File: config.mk
export PLATFORM = sky130hd
export DESIGN_NAME = alu_muldiv_sequencer
export DESIGN_NICKNAME = d
export VERILOG_FILES = /design/src/rtl/alu_pkg.sv /design/src/rtl/alu_muldiv_sequencer.sv
export SDC_FILE = /design/constraint.sdc
export NUM_CORES = 1
export LEC_CHECK = 0
export BUFFER_PORTS_ARGS = -buffer_cell sky130_fd_sc_hd__buf_4
export CAP_MARGIN = 20
export CORE_MARGIN = 1.5
export CORE_UTILIZATION = 35
export CTS_BUF_LIST = sky130_fd_sc_hd__clkbuf_16
export DETAILED_ROUTE_END_ITERATION = 12
export PLACE_DENSITY = 0.65
export SETUP_SLACK_MARGIN = 0.4
export SLEW_MARGIN = 0
export SYNTH_ARGS = -nofsm -noshare
export SYNTH_HDL_FRONTEND = slang
export SYNTH_SLANG_ARGS = --single-unit
File: constraint.sdc
create_clock -name clk -period 1.8 [get_ports clk]
set_clock_uncertainty 0.15 [all_clocks]
set_input_delay 0.09 -clock clk [delete_from_list [all_inputs] [get_ports clk]]
set_output_delay 0.09 -clock clk [all_outputs]
set_load 0.005 [all_outputs]
File: src/rtl/alu_pkg.sv
// Shared definitions for the N-bit ALU port set and the multiply/divide sequencer.
// Holds the ALU select codes, the RV32M op encodings and the sequencer state encoding.
package alu_pkg;

  localparam logic [3:0] ALU_ADD = 4'b0010;
  localparam logic [3:0] ALU_SUB = 4'b0110;
  localparam logic [3:0] ALU_AND = 4'b0000;
  localparam logic [3:0] ALU_OR  = 4'b0001;

  typedef enum logic [1:0] {
    OP_MUL   = 2'b00,
    OP_MULHU = 2'b01,
    OP_DIVU  = 2'b10,
    OP_REMU  = 2'b11
  } muldiv_op_t;

  typedef enum logic [1:0] {
    ST_IDLE = 2'b00,
    ST_RUN  = 2'b01,
    ST_DONE = 2'b10
  } state_t;

endpackage

File: src/rtl/alu_muldiv_sequencer.sv
// Multi-cycle unsigned MUL/MULHU/DIVU/REMU engine that borrows an external ALU for
// every add/subtract, one iteration per cycle, stalling the pipeline through busy.
module alu_muldiv_sequencer
  import alu_pkg::*;
#(
  parameter int N = 32
) (
  input  logic         clk,
  input  logic         rst,
  input  logic         start,
  input  logic [1:0]   op,
  input  logic [N-1:0] operand_a,
  input  logic [N-1:0] operand_b,
  output logic         busy,
  output logic         done,
  output logic [N-1:0] result,
  output logic [N-1:0] alu_a,
  output logic [N-1:0] alu_b,
  output logic [3:0]   alu_sel,
  input  logic [N-1:0] alu_sum,
  input  logic         alu_carry
);

  localparam int CNT_W = (N > 2) ? $clog2(N) : 1;
  localparam logic [CNT_W-1:0] CNT_LAST = CNT_W'(N - 1);

  state_t           r_state;
  state_t           w_state_nxt;
  muldiv_op_t       r_op;
  logic [CNT_W-1:0] r_count;
  // r_acc is hi (multiply) or rem (divide); r_q is lo or quo; r_opb is mcand or div.
  logic [N-1:0]     r_acc;
  logic [N-1:0]     r_q;
  logic [N-1:0]     r_opb;
  logic [N-1:0]     r_result;

  logic             w_is_div;
  logic             w_div0;
  logic             w_last;
  logic [N-1:0]     w_shifted;
  logic             w_take;
  logic [N-1:0]     w_acc_nxt;
  logic [N-1:0]     w_q_nxt;
  logic [N-1:0]     w_result_nxt;

  assign w_is_div  = (r_op == OP_DIVU) || (r_op == OP_REMU);
  assign w_div0    = op[1] && (operand_b == '0);
  assign w_last    = (r_count == CNT_LAST);
  assign w_shifted = {r_acc[N-2:0], r_q[N-1]};

  assign busy   = (r_state != ST_IDLE);
  assign done   = (r_state == ST_DONE);
  assign result = r_result;

  always_ff @(posedge clk) begin
    if (rst) r_state <= ST_IDLE;
    else     r_state <= w_state_nxt;
  end

  always_comb begin
    w_state_nxt = r_state;
    case (r_state)
      ST_IDLE: if (start) w_state_nxt = w_div0 ? ST_DONE : ST_RUN;
      ST_RUN:  if (w_last) w_state_nxt = ST_DONE;
      ST_DONE: w_state_nxt = ST_IDLE;
      default: w_state_nxt = ST_IDLE;
    endcase
  end

  // ALU drive depends only on registered state, never on the ALU's answer.
  always_comb begin
    alu_a   = '0;
    alu_b   = '0;
    alu_sel = ALU_AND;
    if (r_state == ST_RUN) begin
      if (w_is_div) begin
        alu_a   = w_shifted;
        alu_b   = r_opb;
        alu_sel = ALU_SUB;
      end else begin
        alu_a   = r_acc;
        alu_b   = r_q[0] ? r_opb : '0;
        alu_sel = ALU_ADD;
      end
    end
  end

  always_comb begin
    w_take = 1'b0;
    if (w_is_div) begin
      // A set msb_out means the shifted remainder already exceeds any N-bit divisor.
      w_take    = r_acc[N-1] | alu_carry;
      w_acc_nxt = w_take ? alu_sum : w_shifted;
      w_q_nxt   = {r_q[N-2:0], w_take};
    end else begin
      w_acc_nxt = {alu_carry, alu_sum[N-1:1]};
      w_q_nxt   = {alu_sum[0], r_q[N-1:1]};
    end
    w_result_nxt = ((r_op == OP_MULHU) || (r_op == OP_REMU)) ? w_acc_nxt : w_q_nxt;
  end

  always_ff @(posedge clk) begin
    if (rst) begin
      r_op     <= OP_MUL;
      r_count  <= '0;
      r_acc    <= '0;
      r_q      <= '0;
      r_opb    <= '0;
      r_result <= '0;
    end else begin
      case (r_state)
        ST_IDLE: begin
          if (start) begin
            r_op    <= muldiv_op_t'(op);
            r_count <= '0;
            r_acc   <= '0;
            r_q     <= operand_a;
            r_opb   <= operand_b;
            if (w_div0) r_result <= op[0] ? operand_a : '1;
          end
        end
        ST_RUN: begin
          r_acc <= w_acc_nxt;
          r_q   <= w_q_nxt;
          if (w_last) r_result <= w_result_nxt;
          else        r_count  <= r_count + 1'b1;
        end
        default: ;
      endcase
    end
  end

endmodule

Yosys cells after proc, flatten, opt, wreduce, memory -nomap -nowiden
Index checks and enable logic that the tools add are counted.
W data, S select, Z words.
Word-level totals
  register bits after elaboration: 137
Cells by class
  $add $sub $neg: 1
  equal/unequal tests: 10
  muxes and demuxes: 27
  bitwise gates (word level): 1
  reduce and logical (&&, ||, !) cells: 12
Operators with widths (count)
  $mux W32: 15
  $pmux W32 S2: 3
  $logic_not A32 Y1: 1
  $mux W5: 2
  $pmux W5 S2: 1
  $ne A2 B2 Y1 const B: 4
  $eq A2 B2 Y1 const B: 3
  $mux W2: 3
  $mux W3: 2
  $reduce_and A2 Y1: 3
  $add A5 B1 Y5 const B: 1
  $eq A5 B5 Y1 const B: 1
  $eq A2 B1 Y1 const B: 2
  $pmux W2 S2: 1
  $reduce_and A4 Y1: 1
  $reduce_bool A2 Y1: 2
  $reduce_and A3 Y1: 1
  $logic_not A2 Y1: 1
  $logic_or A1 B1 Y1: 2
  $logic_and A1 B1 Y1: 1
  $or A1 B1 Y1: 1

Longest topological paths before layout
Gate-level depths: netlist (run 1).
  word-level depth: 6
  mapped depth: 8
  gate-level depth less buffers: 7

Least setup slack after synthesis (run 1)
No wires, ideal clock.
  path kind: reg2reg
  from: register r_acc[31]
  to: register r_result[0], in the netlist result[0]
  library setup time: 122 ps
  data arrival time: 1664 ps
  required time: 1528 ps
  path slack: -135 ps
  cell stages (with the launch flop): 7
  buffers on the path: 1
  cell sequence: dfxtp_1 or2_1 clkbuf_1 mux2_1 mux4_2 o221ai_1 o21ai_0
Between the ends
  longest elaborated chain between the ends: 6
  elaborated cells on any way between the ends: 7
  classes of those cells: mux: 6; bitwise: 1
Ends and longest elaborated chain
  start, declared: line alu_muldiv_sequencer.sv:32  | logic [N-1:0] r_acc;
  start signal, assigned: line alu_muldiv_sequencer.sv:123  | r_acc <= w_acc_nxt;
  $or A1 B1 Y1 *: line alu_muldiv_sequencer.sv:92  | w_take = r_acc[N-1] | alu_carry;
  $mux W32: line alu_muldiv_sequencer.sv:93  | w_acc_nxt = w_take ? alu_sum : w_shifted;
  $mux W32: line alu_muldiv_sequencer.sv:90  | if (w_is_div) begin
  $mux W32 *: line alu_muldiv_sequencer.sv:99  | w_result_nxt = ((r_op == OP_MULHU) || (r_op == OP_REMU)) ? w_acc_nxt : w_q_nxt;
  $mux W32 *: line alu_muldiv_sequencer.sv:125  | if (w_last) r_result <= w_result_nxt;
  $pmux W32 S2 *: line alu_muldiv_sequencer.sv:111  | case (r_state)
  end signal, assigned: line alu_muldiv_sequencer.sv:119  | if (w_div0) r_result <= op[0] ? operand_a : '1;
  end signal, assigned: line alu_muldiv_sequencer.sv:125
  end, declared: line alu_muldiv_sequencer.sv:35  | logic [N-1:0] r_result;
Mark *: on every way between the ends. The rest lies on a longest branch, timed or not. The select of a mux whose other input is x is not followed.
A chain may end at the register's enable or synchronous reset.

Worst setup path after layout (run 1)
  from: register r_op[1]
  to: register r_result[4], in the netlist result[4]
Between the ends
  longest elaborated chain between the ends: 6
  elaborated cells on any way between the ends: 10
  classes of those cells: eq/ne: 3; mux: 5; reduce/logical: 2
Ends and longest elaborated chain
  start, declared: line alu_muldiv_sequencer.sv:29  | muldiv_op_t r_op;
  start signal, assigned: line alu_muldiv_sequencer.sv:114  | r_op <= muldiv_op_t'(op);
  $eq A2 B2 Y1 (on tied branches): line alu_muldiv_sequencer.sv:46, alu_muldiv_sequencer.sv:99
  $logic_or A1 B1 Y1: line alu_muldiv_sequencer.sv:46  | assign w_is_div = (r_op == OP_DIVU) || (r_op == OP_REMU);
  $mux W32: line alu_muldiv_sequencer.sv:90
  $mux W32 *: line alu_muldiv_sequencer.sv:99
  $mux W32 *: line alu_muldiv_sequencer.sv:125
  $pmux W32 S2 *: line alu_muldiv_sequencer.sv:111
Marks and branches as above.

==> results.md, run 1 <==
Die:
- The die covers approximately 23000 sq um.
- The overall die width is between 150 and 200 um.
- The region available for standard cell placement spans 21200 sq um.
- In this run the vertical extent of the chip is 150 um.
- The number of core rows is 53.
- The initial utilization of the core area, before any placement, comes to 35.9%.
- During I/O placement, the number of pins put on the boundary was ~200.

Finish:
- From synthesis to final layout, the design area changed by 119%.
- The number of standard cells in the layout, taps in and fillers out is around 1.7k.
- The commonest non-fill, non-tap cell in the layout is sky130_fd_sc_hd__buf_4.
- For this run, the post-layout net count is 1531.
- Cells with a size suffix above 1 make up 59.9% of the layout.
- The top cell types in the final layout, fill and taps aside, are 215 x sky130_fd_sc_hd__buf_4, 131 x sky130_fd_sc_hd__dfxtp_1, 106 x sky130_fd_sc_hd__buf_6.

Placed design:
- The number of I/O port buffers is around 200.
- Detailed placement finished with a half-perimeter wire length of 18.0 mm.
- At the end of routability-driven placement, the weighted congestion stood at between 0.8 and 0.9.
- The post-placement cell count is 1450.

Clock tree:
- Clock-pin slew was measured on the worst setup and hold paths at 70 ps.
- The clock net in this run drives a total of between 100 and 150 sinks.
- Buffers inserted during clock tree synthesis total 17.
- The number of H-tree levels is 4.
- The clock insertion delay at the later pin of the skew report is around 440 ps.
- TritonCTS built the clock tree.
- The root cell of the clock tree is sky130_fd_sc_hd__clkbuf_16.
- The longest clock path from root to sink contains 2 buffers.

Timing:
- Once routing completed, OpenROAD measured the worst setup slack at -272 ps.
- The number of endpoints with negative hold slack in the final report came to 0.
- Derived from the worst setup path, the maximum achievable clock frequency is 483 MHz.
- The actual slew at the worst max-slew pin is 612 ps.
- The tightest hold path in the finished design has a slack of 18.8 ps.
- The worst pin sits at a relative slew slack of 59.2%.
- Setup violations remaining at the end of the flow were counted as approximately 160.
- The post-route clock period utilization is 115%.
- For the final routed database, the setup TNS stands at -14660 ps.
- The final count of pins violating max slew was 0.
- The minimum period implied by the final worst setup slack is 2070 ps.
- Setup repair after global routing could not meet its margin everywhere.

Detailed routing:
- The vias per cell is slightly below 7.
- The detail route stage leaves a number of antenna-violating nets equal to 0.
- For this run, design rule violations remaining after detail routing come to 0.
- The violation count after the first detailed-route iteration is 1415.
- The total length of routed wires is 49.5 mm.
- The first detailed-routing pass took 10 iterations.
- The total via count after detailed routing is 11.7k.
- The wire length per cell is roughly 29 um.

Global route:
- Entering global routing, the biggest net connects 107 pins.
- The first global-routing pass estimated 54.1 mm of wire.
- The global route total overflow is 0.
- In the global route stage, overall resource usage came out at a little under a third.
- The number of antenna violations at the first check in global routing is 1.
- The number of global-route vias before repair was 9869.

Synth:
- Synthesis inferred about 140 register bits.
- Of all flip-flops after synthesis, the portion carrying an async set or reset was 0%.
- The netlist uses 43 different library cells.
- Yosys printed 0 warnings.
- The mean instance size in the synthesized netlist is 7.58 sq um.
- Synthesis handed over a netlist of 1003 instances.
- The post-synthesis sequential area ratio is between 30% and 40%.
- Counting flops with a built-in enable in the synthesized netlist gives 0.
- The post-synth design cell area is 7600 sq um.
- The most used flip-flop cell after synthesis is sky130_fd_sc_hd__dfxtp_1.

Run status:
- The checks that failed: setup timing.
- The flow ran to the end, but the final reports show violations.

Critical path:
- The setup path with the least slack is of type flip-flop to flip-flop.
- STA classifies the critical path endpoint as a flip-flop.
- The sum of buffers and inverters on the critical path is 3.
- The highest-delay cell along the critical path is sky130_fd_sc_hd__mux2i_1.
- The data required time at the worst endpoint is 1980 ps.
- The cell type group with the largest total delay on the critical path is compound AO/OA/AOI/OAI gates.
- Walking the worst path, the cells encountered are buf_6, buf_4, buf_8, mux2i_1, o21ai_0, o221ai_2, o21ai_2.
- Along the worst path, the maximum fanout reaches 13.
- The sort of element at the start of the critical path is a flip-flop.
- The delay of the slowest cell on the worst path is 420 ps.
- The data arrival time of the critical path is 2250 ps.

Power:
- The worst-case vdd ir drop is between 800 and 900 uV.
- Summed over all cells, the static leakage comes to 6.21 nW.
- For this design the ratio of total power to cell area is 652 nW/um^2.

Flow run:
- The max capacitance violation total is 0.

Hold path:
- The min-delay analysis places its worst path in the category input port to flip-flop.
power by group:
part | switching, mW | total, mW | internal [mW]
logic | 1.92 | 3.71 | 1.80
clock network | 1.65 | 3.72 | 2.07
registers | 0.238 | 3.41 | 3.18
cells by family (layout without fill, tap and decap cells):
group / Yosys count / in the layout / synth area share, %
fa+ha+maj: 2 / 2 / 0.329
xor+xnor: 3 / 3 / 0.346
compound gates: 320 / 320 / 27.4
simple gates: 363 / 367 / 20.9
mux: 65 / 65 / 8.74
flops: 137 / 137 / 36.1
buf+inv: 112 / 544 / 6.11
other cells: 1 / 3 / 0.0493
cells in the mapped netlist (4+ instances only):
master                     instances  area (sq um)
sky130_fd_sc_hd__nor2_1          142           533
sky130_fd_sc_hd__dfxtp_1         137          2740
sky130_fd_sc_hd__nand2_1         133           499
sky130_fd_sc_hd__o21ai_0          93           465
sky130_fd_sc_hd__a31oi_1          90           563
sky130_fd_sc_hd__clkbuf_1         84           315
sky130_fd_sc_hd__mux2i_1          63           631
sky130_fd_sc_hd__a21oi_1          37           185
sky130_fd_sc_hd__nand4_1          34           213
sky130_fd_sc_hd__and2_1           33           206
sky130_fd_sc_hd__a221oi_1         32           280
sky130_fd_sc_hd__o221ai_1         31           272
sky130_fd_sc_hd__o21ai_2          29           254
sky130_fd_sc_hd__buf_2            11          55.1
sky130_fd_sc_hd__buf_1             7          26.3
sky130_fd_sc_hd__nor4_1            6          37.5
sky130_fd_sc_hd__inv_1             4          15.0
sky130_fd_sc_hd__nor3_1            4          20.0
worst register-to-register path: stages (launching register included):
cell,delay (ps)
sky130_fd_sc_hd__dfxtp_4,380
sky130_fd_sc_hd__buf_6,110
sky130_fd_sc_hd__buf_4,110
sky130_fd_sc_hd__buf_8,200
sky130_fd_sc_hd__mux2i_1,430
sky130_fd_sc_hd__o21ai_0,210
sky130_fd_sc_hd__o221ai_2,280
sky130_fd_sc_hd__o21ai_2,100
flip-flops by register name (all words and copies together) (netlist names):
register,count
result,32
r_opb,32
r_op,2
r_state,2
r_q,32
r_count,5
r_acc,32
per-layer routing:
metal | wire [um] | global-route usage, % | share of wire [%]
met2 | 21900 | 49.7 | 44
met3 | 6130 | 6.09 | 12
met4 | 4150 | 15.8 | 8.4
met5 | 0 | 0 | 0
met1 | 17300 | 38.9 | 35
through the flow:
stage          utilization (%)  area (sq um)  power (mW)  setup slack, ps
3_5_place_dp              47.4         10000        4.99             -314
3_3_place_gp              47.3         10000        4.96             -298
5_1_grt                   78.7         16600        11.0             -391
2_1_floorplan                -          8180        4.38            -70.1
6_report                  78.7         16600        10.8             -272
4_1_cts                   67.6         14300        9.53            -89.8
path summary, 6_finish.rpt:
path,slack (ps),to,cells past startpoint,start
worst max-delay path,-270,result[4],7,r_op[1]
worst min-delay path,20,result[26],4,rst
worst max register to register,-270,result[4],7,r_op[1]
worst min register to register,300,r_opb[26],2,r_opb[26]
final cells by class:
type                            count  area, sq um
Antenna cell                        1         2.50
Clock buffer                       17          425
Clock inverter                     15          166
Fill cell                        1001         4510
Inverter                            5         26.3
Multi-Input combinational cell    759         7100
Sequential cell                   137         2760
Tap cell                          275          344
Timing Repair Buffer              507         5820
timing repair:
| item | 4_1_cts | 5_1_grt |
|---|---|---|
| gates cloned | 29 | 19 |
| pin swaps | 94 | 135 |
| setup buffers | 52 | 36 |
| gates resized for setup | 357 | 397 |
| endpoints found under the hold margin | 126 | 4 |
| hold buffers | 93 | 4 |
| endpoints found under the setup margin | 204 | 204 |
Power figures use the tool's default switching activity.
==> inputs of run 2 (changes only) <==
- ABC_CLOCK_PERIOD_IN_PS: not set -> 1800
- CORE_UTILIZATION: 35 -> 48
- GPL_TIMING_DRIVEN: not set -> 0
- PLACE_DENSITY: 0.65 -> 0.83
==> results.md, run 2 <==
Clock tree:
- The number of H-tree levels is 4 (unchanged).
- The clock sink total is 137 (unchanged).
- The number of clock buffers inserted by TritonCTS is 17 (unchanged).
- The root buffer cell chosen for the clock tree is sky130_fd_sc_hd__clkbuf_16.
- The maximum clock insertion buffer count is 2 (unchanged).

Synth:
- The number of distinct library cells after synthesis is 43 (unchanged).
- Counting instances in the post-synthesis netlist gives the leading cell types as 142 x sky130_fd_sc_hd__nor2_1, 137 x sky130_fd_sc_hd__dfxtp_1, 133 x sky130_fd_sc_hd__nand2_1.
- The number of instances in the synthesized netlist is 1003 (unchanged).
- The proportion of netlist area held by the largest area contributor was 36.1% (unchanged).
- The count of flip-flops with a built-in enable after synthesis is 0 (unchanged).
- The post-synthesis sequential area ratio was 36.1% (unchanged).
- The most frequent cell after synthesis is sky130_fd_sc_hd__nor2_1.
- The post-synth design cell area is 7600 sq um (unchanged).
- The post-synthesis async set-or-reset flop share was 0% (unchanged).
- The total of flip-flops plus latches after synthesis is 137 (unchanged).
- By area the synthesized netlist is led by sky130_fd_sc_hd__dfxtp_1 36%, sky130_fd_sc_hd__mux2i_1 8.3%, sky130_fd_sc_hd__a31oi_1 7.4%.
- The number of warning messages in the yosys log is 0 (unchanged).
- The mean instance size in the synthesized netlist is 7.58 sq um (unchanged).
- The commonest register cell after synthesis is sky130_fd_sc_hd__dfxtp_1.
- Summed over all instances, the cell type with the most area after synthesis is sky130_fd_sc_hd__dfxtp_1.

Die:
- The number of top-level design ports was 204 (unchanged).
- The number of core rows was 45 (-15%).
- The initial core utilization is 49.6% (+14 points).
- The height of the die is 129 um (-14%).
- The overall die width came to 129 um (-14%).

Placed design:
- The post-place setup slack is -422 ps (-108 ps).
- The number of I/O port buffers came to 200 (-0.50%).
- The HPWL after detailed placement is 19.8 mm (+9.6%).
- The weighted congestion at the end of routability-driven global placement is 0.955 (+13%).

Run status:
- It got as far as global routing (5_1_grt) and failed there.
- The tool reported: "[ERROR DPL-0038] Utilization greater than 100%, impossible to legalize".
- The flow did not finish.

Timing:
- The worst endpoint type is a top-level output.
- Once global-route timing repair stopped, the endpoint with the least setup slack was alu_a[30].

Global route:
- Entering global routing, the biggest net connects 17 pins.
==> run 2: cell counts after synthesis <==
Identical to the previous run, type by type.
==> run 2: cells by family after synthesis <==
group                    after synthesis  synth area share (%)
adder cells (fa/ha/maj)                2                 0.329
AO/OA/AOI/OAI                        320                  27.4
flip-flops                           137                  36.1
buffers and inverters                112                  6.11
other                                  1                0.0493
multiplexers                          65                  8.74
AND/OR/NAND/NOR                      363                  20.9
XOR/XNOR                               3                 0.346
==> run 2: timing repair <==
action                                  4_1_cts
resized for setup                           284
hold buffers                                 93
endpoints found under the setup margin      203
setup buffers                                41
pin swaps                                    84
hold endpoints to repair                    120
cloned                                       17
==> run 2: metrics by stage <==
| stage | util (%) | TNS, ps | instance area [sq um] | hold WS, ps | cells |
|---|---|---|---|---|---|
| 3_5_place_dp | 64.9 | -12700 | 9940 | 189 | 1415 |
| 2_1_floorplan | - | -70.1 | 8180 | 75.7 | 1004 |
| 3_3_place_gp | 64.9 | -12400 | 9940 | 182 | 1415 |
| 4_1_cts | 86.7 | -11930 | 13300 | -113 | 1596 |
==> inputs of run 3 (changes only) <==
- ABC_CLOCK_PERIOD_IN_PS: 1800 -> 2300
- CORE_UTILIZATION: 48 -> 40
- CTS_BUF_LIST: sky130_fd_sc_hd__clkbuf_16 -> not set
- PLACE_DENSITY: 0.83 -> not set
- PLACE_DENSITY_LB_ADDON: not set -> 0.15
- SETUP_SLACK_MARGIN: 0.4 -> not set
- clock period: 1.8 -> 2.3 ns (I/O delays scaled with it)
==> results.md, run 3 (synthesized netlist as in run 1, its figures left out) <==
Finish:
- In the layout the commonest cells are 204 x sky130_fd_sc_hd__buf_4, 140 x sky130_fd_sc_hd__nor2_1, 136 x sky130_fd_sc_hd__dfxtp_1.
- The fraction of layout instances using a drive strength above 1 is a little under a quarter.
- Leaving out fill and tap cells, the most frequent cell in the layout is sky130_fd_sc_hd__buf_4.
- The area growth from synthesis to layout is 42.7%.
- The number of standard cells in the layout, taps in and fillers out is 1543.
- After routing the design area is 10800 sq um.
- The final-stage net count is 1400.
- The repair_antennas step left the layout with diodes totalling 0.

Run status:
- The run finished with clean final reports.

Power:
- The power density of the placed cells is 601 nW/um^2.
- Across the VDD grid, the largest voltage drop is between 500 and 600 uV.
- In this run the static leakage power is 4.22 nW.

Placed design:
- The weighted congestion at the end of routability-driven global placement is 0.898 (-6.0%).
- The post-placement cell area is 9400 sq um (-5.5%).
- The HPWL after detailed placement is 20.4 mm (+3.5%).
- The number of I/O port buffers is 200 (unchanged).
- The post-place setup slack is -325 ps (+97.1 ps).
- The post-placement cell count was 1438 (+1.6%).

Clock tree:
- Clock-pin slew was measured on the worst setup and hold paths at 60 ps.
- The maximum clock insertion buffer count is 2 (unchanged).
- The number of setup buffers added after CTS came to 0 (-100%).
- The clock tree from TritonCTS is yes.
- The number of clock buffers inserted by TritonCTS was 17 (unchanged).
- The clock insertion delay at the later pin of the skew report is 430 ps.
- The clock sink total is 137 (unchanged).
- The root cell of the clock tree is sky130_fd_sc_hd__clkbuf_16.
- The number of H-tree levels is 4 (unchanged).

Detailed routing:
- The total via count after detailed routing is 8886.
- The wire length per cell is about 18 um.
- For this run, design rule violations remaining after detail routing come to 0.
- The count of nets left with antenna violations once routing finished came out at 0.
- The total length of routed wires is 27.9 mm.
- Dividing the detail-routed via count by the number of cells gives 5.76.
- The first-pass iteration count of the detailed router is 5.
- For this block, the initial DRC count from the detailed router was approximately 900.

Global route:
- The number of antenna violations at the first check in global routing is 0.
- The first-pass GRT wire length is 43.0 mm.
- The maximum number of pins on one net before global-route repair is 17.
- The number of global-route vias before repair is 8167.
- The total overflow left after global routing is 0.
- The global-route usage over all layers is 27.5%.

Timing:
- The maximum clock rate is 442 MHz.
- Setup violations remaining at the end of the flow were counted as 0.
- The worst setup slack after layout is 38.6 ps.
- Setup repair after global routing left no endpoint under its margin.
- The minimum period implied by the final worst setup slack is 2260 ps.
- At the pin with the least slew margin, the transition time is roughly 640 ps.
- The worst path uses 98.3% of the clock period.
- The number of endpoints with negative hold slack in the final report is 0.
- The relative max-transition margin is between 50 and 60%.
- The final count of pins violating max slew is 0.

Critical path:
- The critical path endpoint category is a flip-flop.
- The data arrival time of the critical path is 2480 ps.
- The data required time at the worst endpoint is 2510 ps.
- The startpoint-to-endpoint class of the critical path is input port to flip-flop.
- The worst setup path is launched from an input port.
- The top fanout value on the critical path is 10.

Die:
- The die area is 19800 sq um.
- The initial core utilization came to 40.8% (-8.9 points).
- The number of core rows is 50 (+11%).
- The height of the die was 141 um (+9.3%).
- The overall die width is 141 um (+9.3%).
- The placeable core region is 18600 sq um.
- The number of top-level design ports is 204 (unchanged).

Flow run:
- Max-cap violations in this run came to 0.

Hold path:
- The tightest min-delay check is of the input port to flip-flop type.
==> run 3: layout make-up <==
cell class	instances	area, sq um
multi-input combinational	755	4440
inverter	5	18.8
clock inverter	14	139
timing repair buffer	278	2280
fill	1754	7800
buffer	102	495
sequential	137	2750
clock buffer	18	429
tap	234	293
==> run 3: metrics by stage <==
stage               util [%]  total power, mW  hold slack, ps  setup TNS [ps]
CTS                     57.9             6.51           0.142               0
global placement        50.4             3.75             221          -15320
global route            58.2             6.77            41.8               0
finish                  58.2             6.52            7.07               0
detailed placement      50.4             3.75             228          -16630
floorplan                  -             3.28             101               0
==> run 3: path summary, 6_finish.rpt <==
| kind | startpoint | end | slack (ps) | cells past startpoint |
|---|---|---|---|---|
| setup / recovery | alu_carry | result[24] | 40 | 8 |
| hold / removal | alu_sum[23] | r_acc[22] | 7 | 5 |
| setup reg to reg | r_acc[31] | result[24] | 70 | 6 |
| hold reg to reg | r_opb[17] | r_opb[17] | 300 | 2 |
==> run 3: routing by layer <==
layer	wire length (um)	global-route usage (%)	vias to the layer above
met4	692	9.59	0
met3	2470	6.73	51
met5	0	0	-
li1	-	-	4248
met1	12700	38.4	4157
met2	12000	41.3	430
==> run 3: critical path, stage by stage <==
cell,delay (ps)
sky130_fd_sc_hd__dlygate4sd3_1,570
sky130_fd_sc_hd__buf_4,150
sky130_fd_sc_hd__nor2_1,270
sky130_fd_sc_hd__clkbuf_2,320
sky130_fd_sc_hd__nand2_1,110
sky130_fd_sc_hd__a31oi_1,510
sky130_fd_sc_hd__o221ai_1,280
sky130_fd_sc_hd__o21ai_2,150
==> run 3: report_power, final <==
group	total (mW)	internal (mW)	switching, mW
Sequential	2.59	2.49	0.0981
Clock	2.66	1.51	1.15
Combinational	1.28	0.536	0.743
==> run 3: what timing repair did <==
item | 4_1_cts | 5_1_grt
gates resized for setup | 24 | 40
endpoints found under the setup margin | 122 | 89
pin swaps | 0 | 2
hold buffers | 78 | 0
endpoints found under the hold margin | 109 | 0
